### config.mk
export PLATFORM = sky130hd
export DESIGN_NAME = mips_datapath_fetch
export DESIGN_NICKNAME = d
export VERILOG_FILES = /design/src/rtl/mips_datapath_fetch_pkg.sv /design/src/rtl/mips_datapath_fetch_fifo.sv /design/src/rtl/mips_datapath_fetch.sv
export SDC_FILE = /design/constraint.sdc
export NUM_CORES = 1
export LEC_CHECK = 0
export BUFFER_PORTS_ARGS = -buffer_cell sky130_fd_sc_hd__buf_2
export CORE_AREA = 2 2 152 154
export DETAILED_ROUTE_END_ITERATION = 8
export DIE_AREA = 0 0 154 156
export PLACE_DENSITY = 0.68
export SLEW_MARGIN = 20
export SYNTH_ARGS = -nofsm -noshare
export SYNTH_HDL_FRONTEND = slang
export SYNTH_HIERARCHICAL = 1
export SYNTH_SLANG_ARGS = --single-unit
### constraint.sdc
create_clock -name clock -period 2.2 [get_ports clock]
set_input_delay 0.55 -clock clock [delete_from_list [all_inputs] [get_ports clock]]
set_output_delay 0.55 -clock clock [all_outputs]
set_load 0.02 [all_outputs]
### src/rtl/mips_datapath_fetch_pkg.sv
// Shared definitions for the MIPS instruction-fetch stage:
// fetch FSM encoding, default widths, the {pc, instr} FIFO entry
// type and the FIFO occupancy-counter width helper.
package mips_datapath_fetch_pkg;

    // Default datapath geometry
    localparam int FETCH_ADDR_W = 32;
    localparam int FETCH_DATA_W = 32;
    localparam int FETCH_DEPTH  = 2;

    // Fetch FSM:
    //   IDLE  - no request outstanding; a request may be issued
    //   WAIT  - one request accepted, its response is still due
    //   DRAIN - request squashed by a redirect; its response is discarded
    typedef enum logic [1:0] {
        ST_IDLE  = 2'd0,
        ST_WAIT  = 2'd1,
        ST_DRAIN = 2'd2
    } fetch_state_e;

    // One buffered fetch result, address in the upper half
    typedef struct packed {
        logic [FETCH_ADDR_W-1:0] pc;
        logic [FETCH_DATA_W-1:0] instr;
    } fetch_entry_t;

    // Occupancy counter must hold 0..DEPTH inclusive
    function automatic int cnt_width(input int depth);
        return $clog2(depth) + 1;
    endfunction

endpackage

### src/rtl/mips_datapath_fetch_fifo.sv
// Small circular FIFO holding fetched {pc, instr} pairs ahead of decode.
// DEPTH must be a power of two (>= 2) so the pointers wrap naturally.
// Clear has priority over push/pop. The caller never pushes when full
// and never pops when empty. Storage is zeroed on reset so the head
// reads as zero straight out of reset.
module mips_datapath_fetch_fifo
    import mips_datapath_fetch_pkg::*;
#(
    parameter int WIDTH = FETCH_ADDR_W + FETCH_DATA_W,
    parameter int DEPTH = FETCH_DEPTH,
    localparam int PTR_W = $clog2(DEPTH),
    localparam int CNT_W = cnt_width(DEPTH)
) (
    input  logic             clock,
    input  logic             resetN,
    input  logic             clear_i,
    input  logic             push_i,
    input  logic [WIDTH-1:0] push_data_i,
    input  logic             pop_i,
    output logic [WIDTH-1:0] head_o,
    output logic [CNT_W-1:0] count_o,
    output logic             full_o,
    output logic             empty_o
);

    logic [WIDTH-1:0] mem_q [DEPTH];
    logic [PTR_W-1:0] wr_ptr_q;
    logic [PTR_W-1:0] rd_ptr_q;
    logic [CNT_W-1:0] count_q;
    logic [CNT_W-1:0] count_d;

    // Occupancy next-state: simultaneous push and pop leaves it unchanged
    always_comb begin
        count_d = count_q;
        case ({push_i, pop_i})
            2'b10:   count_d = count_q + 1'b1;
            2'b01:   count_d = count_q - 1'b1;
            default: ;
        endcase
    end

    // Storage, pointers and occupancy; clear empties the queue in one cycle
    always_ff @(posedge clock or negedge resetN) begin
        if (!resetN) begin
            wr_ptr_q <= '0;
            rd_ptr_q <= '0;
            count_q  <= '0;
            for (int i = 0; i < DEPTH; i++) begin
                mem_q[i] <= '0;
            end
        end else if (clear_i) begin
            wr_ptr_q <= '0;
            rd_ptr_q <= '0;
            count_q  <= '0;
        end else begin
            if (push_i) begin
                mem_q[wr_ptr_q] <= push_data_i;
                wr_ptr_q        <= wr_ptr_q + 1'b1;
            end
            if (pop_i) begin
                rd_ptr_q <= rd_ptr_q + 1'b1;
            end
            count_q <= count_d;
        end
    end

    assign head_o  = mem_q[rd_ptr_q];
    assign count_o = count_q;
    assign full_o  = (count_q == CNT_W'(DEPTH));
    assign empty_o = (count_q == '0);

endmodule

### src/rtl/mips_datapath_fetch.sv
// MIPS instruction-fetch stage, directly downstream of the PC register.
// Issues one instruction-memory read per PC over a valid/ready channel,
// pairs each response with the PC it was fetched from, buffers the pairs
// in a small FIFO ahead of decode and tells the PC when to advance.
// A redirect (flush) squashes buffered entries and any outstanding fetch.
//
// Handshakes: a transfer happens on a cycle where valid & ready are both
// high. memReqValid, once raised, stays high until accepted (the PC is
// held meanwhile, so the address is stable); outValid/outPc/outInstr
// hold while outValid & !outReady. Flush overrides both channels in its
// cycle: no request is issued and no entry is popped or pushed.
//
// Build option MIPS_DATAPATH_FETCH_BYPASS_EN: when defined, a live
// response arriving while the FIFO is empty is shown on the decode side
// in the same cycle, and skips the FIFO entirely if decode takes it.
// When undefined, every response goes through the FIFO (1-cycle latency).
//
// dbgState exposes the fetch FSM state for observation.
module mips_datapath_fetch
    import mips_datapath_fetch_pkg::*;
#(
    parameter int ADDR_W = FETCH_ADDR_W,
    parameter int DATA_W = FETCH_DATA_W,
    parameter int DEPTH  = FETCH_DEPTH
) (
    input  logic              clock,
    input  logic              resetN,
    input  logic [ADDR_W-1:0] pcAddr,
    output logic              pcAdvance,
    input  logic              flush,
    output logic              memReqValid,
    input  logic              memReqReady,
    output logic [ADDR_W-1:0] memReqAddr,
    input  logic              memRespValid,
    input  logic [DATA_W-1:0] memRespData,
    output logic              outValid,
    input  logic              outReady,
    output logic [DATA_W-1:0] outInstr,
    output logic [ADDR_W-1:0] outPc,
    output logic [1:0]        dbgState
);

    localparam int ENTRY_W = ADDR_W + DATA_W;
    localparam int CNT_W   = cnt_width(DEPTH);

    fetch_state_e      state_q;
    logic [ADDR_W-1:0] req_pc_q;

    logic              req_valid;
    logic              req_fire;
    logic              resp_live;
    logic              fifo_push;
    logic              fifo_pop;
    logic              fifo_full;
    logic              fifo_empty;
    logic              fifo_has;
    logic [CNT_W-1:0]  fifo_count;
    logic [ENTRY_W-1:0] fifo_head;
    logic [ENTRY_W-1:0] resp_entry;
    logic              out_valid;
    logic [ADDR_W-1:0] out_pc;
    logic [DATA_W-1:0] out_instr;

    // Response paired with the PC latched when its request was accepted
    assign resp_entry = {req_pc_q, memRespData};

    // Request issue, PC advance, FIFO control and the decode-side view
    always_comb begin
        // Only one request in flight, and only when a FIFO slot is free for
        // its response; resetN gates it so the channel is quiet in reset.
        req_valid = resetN & (state_q == ST_IDLE) & ~flush & ~fifo_full;
        req_fire  = req_valid & memReqReady;

        // A response that will be kept: arrived in WAIT and not squashed
        resp_live = (state_q == ST_WAIT) & memRespValid & ~flush;
        fifo_has  = (fifo_count != '0);
        fifo_pop  = fifo_has & outReady & ~flush;

`ifdef MIPS_DATAPATH_FETCH_BYPASS_EN
        // Empty FIFO: forward the live response straight to decode, and
        // only buffer it when decode does not take it this cycle.
        out_valid = fifo_has | (resp_live & fifo_empty);
        if (fifo_has) begin
            out_pc    = fifo_head[ENTRY_W-1 -: ADDR_W];
            out_instr = fifo_head[DATA_W-1:0];
        end else if (resp_live) begin
            out_pc    = req_pc_q;
            out_instr = memRespData;
        end else begin
            out_pc    = fifo_head[ENTRY_W-1 -: ADDR_W];
            out_instr = fifo_head[DATA_W-1:0];
        end
        fifo_push = resp_live & ~(fifo_empty & outReady);
`else
        // Every live response is buffered; decode always sees the FIFO head
        out_valid = fifo_has;
        out_pc    = fifo_head[ENTRY_W-1 -: ADDR_W];
        out_instr = fifo_head[DATA_W-1:0];
        fifo_push = resp_live;
`endif
    end

    // Fetch FSM plus the request-PC latch captured at each handshake
    always_ff @(posedge clock or negedge resetN) begin
        if (!resetN) begin
            state_q  <= ST_IDLE;
            req_pc_q <= '0;
        end else begin
            if (req_fire) begin
                req_pc_q <= pcAddr;
            end
            case (state_q)
                ST_IDLE: begin
                    if (req_fire) begin
                        state_q <= ST_WAIT;
                    end
                end
                ST_WAIT: begin
                    // A response in the flush cycle is dropped but still
                    // retires the request; otherwise wait it out in DRAIN.
                    if (memRespValid) begin
                        state_q <= ST_IDLE;
                    end else if (flush) begin
                        state_q <= ST_DRAIN;
                    end
                end
                ST_DRAIN: begin
                    if (memRespValid) begin
                        state_q <= ST_IDLE;
                    end
                end
                default: state_q <= ST_IDLE;
            endcase
        end
    end

    mips_datapath_fetch_fifo #(
        .WIDTH (ENTRY_W),
        .DEPTH (DEPTH)
    ) u_fifo (
        .clock       (clock),
        .resetN      (resetN),
        .clear_i     (flush),
        .push_i      (fifo_push),
        .push_data_i (resp_entry),
        .pop_i       (fifo_pop),
        .head_o      (fifo_head),
        .count_o     (fifo_count),
        .full_o      (fifo_full),
        .empty_o     (fifo_empty)
    );

    assign memReqValid = req_valid;
    assign memReqAddr  = pcAddr;
    assign pcAdvance   = req_fire;
    assign outValid    = out_valid;
    assign outPc       = out_pc;
    assign outInstr    = out_instr;
    assign dbgState    = state_q;

endmodule

Yosys cells after proc, flatten, opt, wreduce, memory -nomap -nowiden
Cells that the tools add are included.
{ "totals": {"n_memories": 0, "latch_bits": 0, "ram_bits": 0, "reg_bits": 166, "rom_bits": 0} }
{ "classes": {"n_reduce_logical": 8, "shift": 0, "div_mod_pow": 0, "muxes": 17, "bitwise": 12, "n_mul": 0, "eq_ne": 8, "add_sub_neg": 4, "n_lt_le_gt_ge": 3} }
{ "ops": {"columns": ["op", "count"], "rows": [
  ["$mux W64", 4],
  ["$bwmux W128", 1],
  ["$demux W64 S1", 1],
  ["$mux W2", 5],
  ["$and A1 B1 Y1", 8],
  ["$eq A2 B2 Y1 const B", 3],
  ["$pmux W2 S3", 1],
  ["$reduce_bool A2 Y1", 3],
  ["$eq A2 B1 Y1 const B", 2],
  ["$ge A2 B2 Y1 const B", 2],
  ["$mux W1", 4],
  ["$ne A2 B2 Y1 const B", 2],
  ["$not A1 Y2", 2],
  ["$pmux W2 S2", 1],
  ["$ne A3 B3 Y1 const B", 1],
  ["$reduce_and A3 Y1", 1],
  ["$reduce_bool A3 Y1", 1],
  ["$add A1 B1 Y1 const B", 2],
  ["$add A2 B1 Y2 const B", 1],
  ["$logic_not A2 Y1", 1],
  ["$lt A2 B1 Y1 const B", 1],
  ["$not A1 Y1", 2],
  ["$reduce_and A2 Y1", 1],
  ["$sub A2 B1 Y2 const B", 1],
  ["$logic_and A1 B1 Y1", 1]
]} }

Depth between registers and ports, before layout
{ "logic_depth": {"word_depth": 7, "mapped_depth": 6, "ltp_nobuf": 5} }

Cells and area by module
Netlist, hierarchy kept.
{ "modules_own_cells": {"columns": ["module", "cells_each", "area_each_um2", "n_inst", "seq_area_each_um2"], "rows": [
  ["mips_datapath_fetch_fifo", 361, 6043.3, 1, 3303.2],
  ["mips_datapath_fetch", 114, 1722.9, 1, 850.8]
]} }

Worst setup path after synthesis
OpenSTA, ideal clock, no wires.
{ "synth_timing": {"path_kind": "register to register", "startpoint": "register state_q[0], in the netlist dbgState[0]", "endpoint": "register u_fifo/mem_q[100] (netlist name)", "path_stages_with_launch": 7, "slack_ns": -0.179, "t_arrival_ns": 2.254, "path_cell_list": "dfrtp_1 inv_1 nor4b_1 nor3b_2 buf_6 buf_12 mux2_4"} }
{ "synth_via": {"elab_chain_len": 4} }
{ "synth_lines": {"columns": ["item", "line_no", "source"], "rows": [
  ["start: declaration", "mips_datapath_fetch.sv:46", "fetch_state_e state_q;"],
  ["start signal: assignment", "mips_datapath_fetch.sv:106", "state_q <= ST_IDLE;"],
  ["start signal: assignment", "mips_datapath_fetch.sv:115", "state_q <= ST_WAIT;"],
  ["start signal: assignment", "mips_datapath_fetch.sv:122", "state_q <= ST_IDLE;"],
  ["$eq A2 B1 Y1", "mips_datapath_fetch.sv:75", "resp_live = (state_q == ST_WAIT) & memRespValid & ~flush;"],
  ["$and A1 B1 Y1 (2 in series)", "mips_datapath_fetch.sv:75", null],
  ["net fifo_push", "mips_datapath_fetch.sv:52", "logic fifo_push;"],
  ["$reduce_and A2 Y1 (no line)", null, null],
  ["end signal: indexed assignment", "mips_datapath_fetch_fifo.sv:57", "mem_q[wr_ptr_q] <= push_data_i;"],
  ["end: declaration", "mips_datapath_fetch_fifo.sv:26", "logic [WIDTH-1:0] mem_q [DEPTH];"]
]} }
The timed path passes the listed nets, and every way through them passes these cells.
A chain may end at the register's enable or synchronous reset.

Final worst setup path
{ "layout_timing": {"startpoint": "register u_fifo.rd_ptr_q", "endpoint": "output port outPc[8]"} }
{ "layout_via": {"elab_chain_len": 4} }
{ "layout_lines": {"columns": ["item", "line_no", "source"], "rows": [
  ["start: declaration", "mips_datapath_fetch_fifo.sv:28", "logic [PTR_W-1:0] rd_ptr_q;"],
  ["start signal: assignment", "mips_datapath_fetch_fifo.sv:61", "rd_ptr_q <= rd_ptr_q + 1'b1;"],
  ["$not A1 Y2 (not written as such)", "mips_datapath_fetch_fifo.sv:67", "assign head_o = mem_q[rd_ptr_q];"],
  ["$mux W64 (not written as such) (3 in series)", "mips_datapath_fetch_fifo.sv:67", null],
  ["end: declaration", "mips_datapath_fetch.sv:39", "output logic [ADDR_W-1:0] outPc,"]
]} }
No other way between the ends. The select of a mux whose other input is x is not followed.

==> metrics <==
status finished with violations; failing checks negative setup slack; Critical Path Stages 4; Avg Cell Area, Syn ~16 um^2; Slew HR 50.1%; ANT nets after route 0; CP peak stage delay between 0.4 and 0.5 ns; Finished Layout Cells 932; die area 24000 um^2; Site Rows between 50 and 60; die height about 160 um; PD cells 997 nW/um^2; DP Cell Count ~900; Crit. End Element primary output; R2R Setup Slk between 0.15 and 0.2 ns; Hold Buf Count CTS 0; Worst Reg2Reg Path Length in Cells 6; unrepaired setup endpoints after global routing true; maxcap violations 0; Area growth, synth to finish 22.5%; fin crit share 100%; GP Congestion approximately 0.66; CP Class flip-flop to primary output; ANT cells 0; core box area roughly 22000 um^2; Final Worst Setup Slack -0.00388 ns; first-pass iteration count of the detailed router 4; Post-Syn Nets around 540; DP HPWL between 9 and 10 mm; actual slew at the worst max-slew pin about 0.75 ns; critical path data required time 1.65 ns; Clock Tree Buf Depth 2; Slew Limit Fails 0; GRT Total Usage approximately 12%; initial antenna violation count 0; number of global-route vias before repair 4380; Hold WC Path Type input pin to asynchronous set/reset pin; CP delay by family, top buffers and inverters; PortBufs between 150 and 200; Syn Inst Count approximately 470; DRT Wirelength ~15 mm; RR Endpoint u_fifo/mem_q[65]$_DFFE_PN0P_; Worst Setup Start Kind flip-flop; htree depth 4; clk_lat worst skew just over 0.4 ns; CTS tree done; final hold violation count 0; Leakage approximately 0.0048 uW; synthesized cell area approximately 7800 um^2; worst r2r src dbgState[0]$_DFFE_PN0P_; clk slew on worst S/H paths ~0.070 ns; CTS Root Cell clkbuf_16; Overflow after GRT 0; worst-path cell chain buf_12 -> clkbuf_16 -> mux2_2 -> buf_2; Final Setup Violations 1; Slowest cell on crit path dfrtp_2; clock skew approximately 0.009 ns; Die Wd ~150 um; Yosys warnings 6; pin count of the biggest net entering global routing 141; # nets final about 700; DR vias/cell approximately 4.6; num ports 171; TritonCTS Sinks between 150 and 200; launch point of the worst path u_fifo/rd_ptr_q$_DFFE_PN0P_; first-pass GRT wire length 23.7 mm; CP Buf/Inv Count 3; Crit Path Max Fanout 14; Setup crit end outPc[8]; Max Clk Rate 454 MHz; wire length per cell roughly 16 um; Peak VDD IR between 0.0004 and 0.0005 V; share of layout cells above drive strength 1 71.3%; Worst EP arrival roughly 1.7 ns; Inserted Clock Buffers 17; Starting Density between 30% and 40%; vias approximately 4300; DR DRC count 0; Total Power 9480 uW; Final min period about 2.2 ns; DRT iter0 DRCs between 100 and 150
-- worst reg2reg max path, stage by stage (launching register included) --
cell,delay [ns]
dfrtp_1,0.44
inv_1,0.11
nor4b_2,0.30
nor3b_4,0.34
buf_12,0.20
buf_4,0.19
mux2_4,0.31
-- per-stage QoR --
stage / instance area [um^2] / hold slack [ns] / setup slack [ns] / setup TNS, ns / utilization [%]
6_report: 9510 / 0.267 / -0.00388 / -0.00388 / 42.5
5_1_grt: 9510 / 0.302 / -0.0664 / -2.34 / 42.5
4_1_cts: 9410 / 0.295 / -0.0154 / -0.112 / 42.1
3_5_place_dp: 8740 / 0.488 / 0.0983 / 0 / 39.1
3_3_place_gp: 8740 / 0.481 / 0.112 / 0 / 39.1
2_1_floorplan: 7770 / 0.254 / 0.0793 / 0 / -
-- cell type report --
type	count	area [um^2]
inverter	2	12.5
fill	2067	12900
timing repair buffer	197	1260
clock buffer	17	425
tap	285	357
clock inverter	15	225
sequential	166	4160
multi-input combinational	250	3070
-- flip-flops by register name, indices dropped and copies added, names as in the netlist --
| signal | count |
|---|---|
| req_pc_q | 32 |
| dbgState | 2 |
| u_fifo/count_o | 2 |
| u_fifo/rd_ptr_q | 1 |
| u_fifo/wr_ptr_q | 1 |
| u_fifo/mem_q | 128 |
-- per-layer routing --
layer  share of wire [%]  GRT usage (%)
met5                   0              0
met4                 1.2           3.78
met3                 3.9           3.31
met2                  46           19.2
met1                  49           17.4
-- power by group --
| part | switching (uW) | total, uW | internal, uW |
|---|---|---|---|
| logic | 1010 | 2290 | 1270 |
| registers | 327 | 3900 | 3570 |
| clock network | 1270 | 3290 | 2030 |
-- worst min path at each step --
| stage | startpoint | endpoint | cells past startpoint |
|---|---|---|---|
| final | resetN | u_fifo/mem_q[101]$_DFFE_PN0P_ | 2 |
| after global routing | memRespValid | dbgState[1]$_DFFE_PN0P_ | 2 |
| after CTS | memRespValid | dbgState[1]$_DFFE_PN0P_ | 2 |
| after detailed placement | u_fifo/mem_q[55]$_DFFE_PN0P_ | u_fifo/mem_q[55]$_DFFE_PN0P_ | 1 |
| after global placement | u_fifo/mem_q[16]$_DFFE_PN0P_ | u_fifo/mem_q[16]$_DFFE_PN0P_ | 1 |
| after floorplan | resetN | dbgState[0]$_DFFE_PN0P_ | 0 |
-- timing repair --
item / CTS / global route
resized for setup: 7 / 12
setup endpoints to repair: 20 / 50
gates cloned: 0 / 1
pin swaps: 0 / 2
setup buffers: 1 / 3
hold endpoints to repair: 0 / 0
-- cells in the final DEF (no fill, tap or decap) --
cell        instances
clkinv_2            3
xnor2_1             3
and3b_2             1
nor3b_1             2
buf_12             11
or2_2               1
buf_2             152
dfrtp_1           165
o21ai_0             1
nor2_1              4
and3b_1             2
clkinv_4            1
nor4b_2             1
buf_4              32
o41ai_1             1
dfrtp_2             1
bufinv_16           5
nor3b_4             1
nor2b_1             3
inv_1               1
xor2_1              1
nand2_2             1
clkinvlp_4          3
buf_6               1
inv_6               3
nand3b_1            1
nor3_1              1
mux2_4             90
clkbuf_16          18
a21oi_1             1
nor4b_4             1
inv_8               1
mux2_2            134
Note: power is estimated with default switching activity, not from simulation.
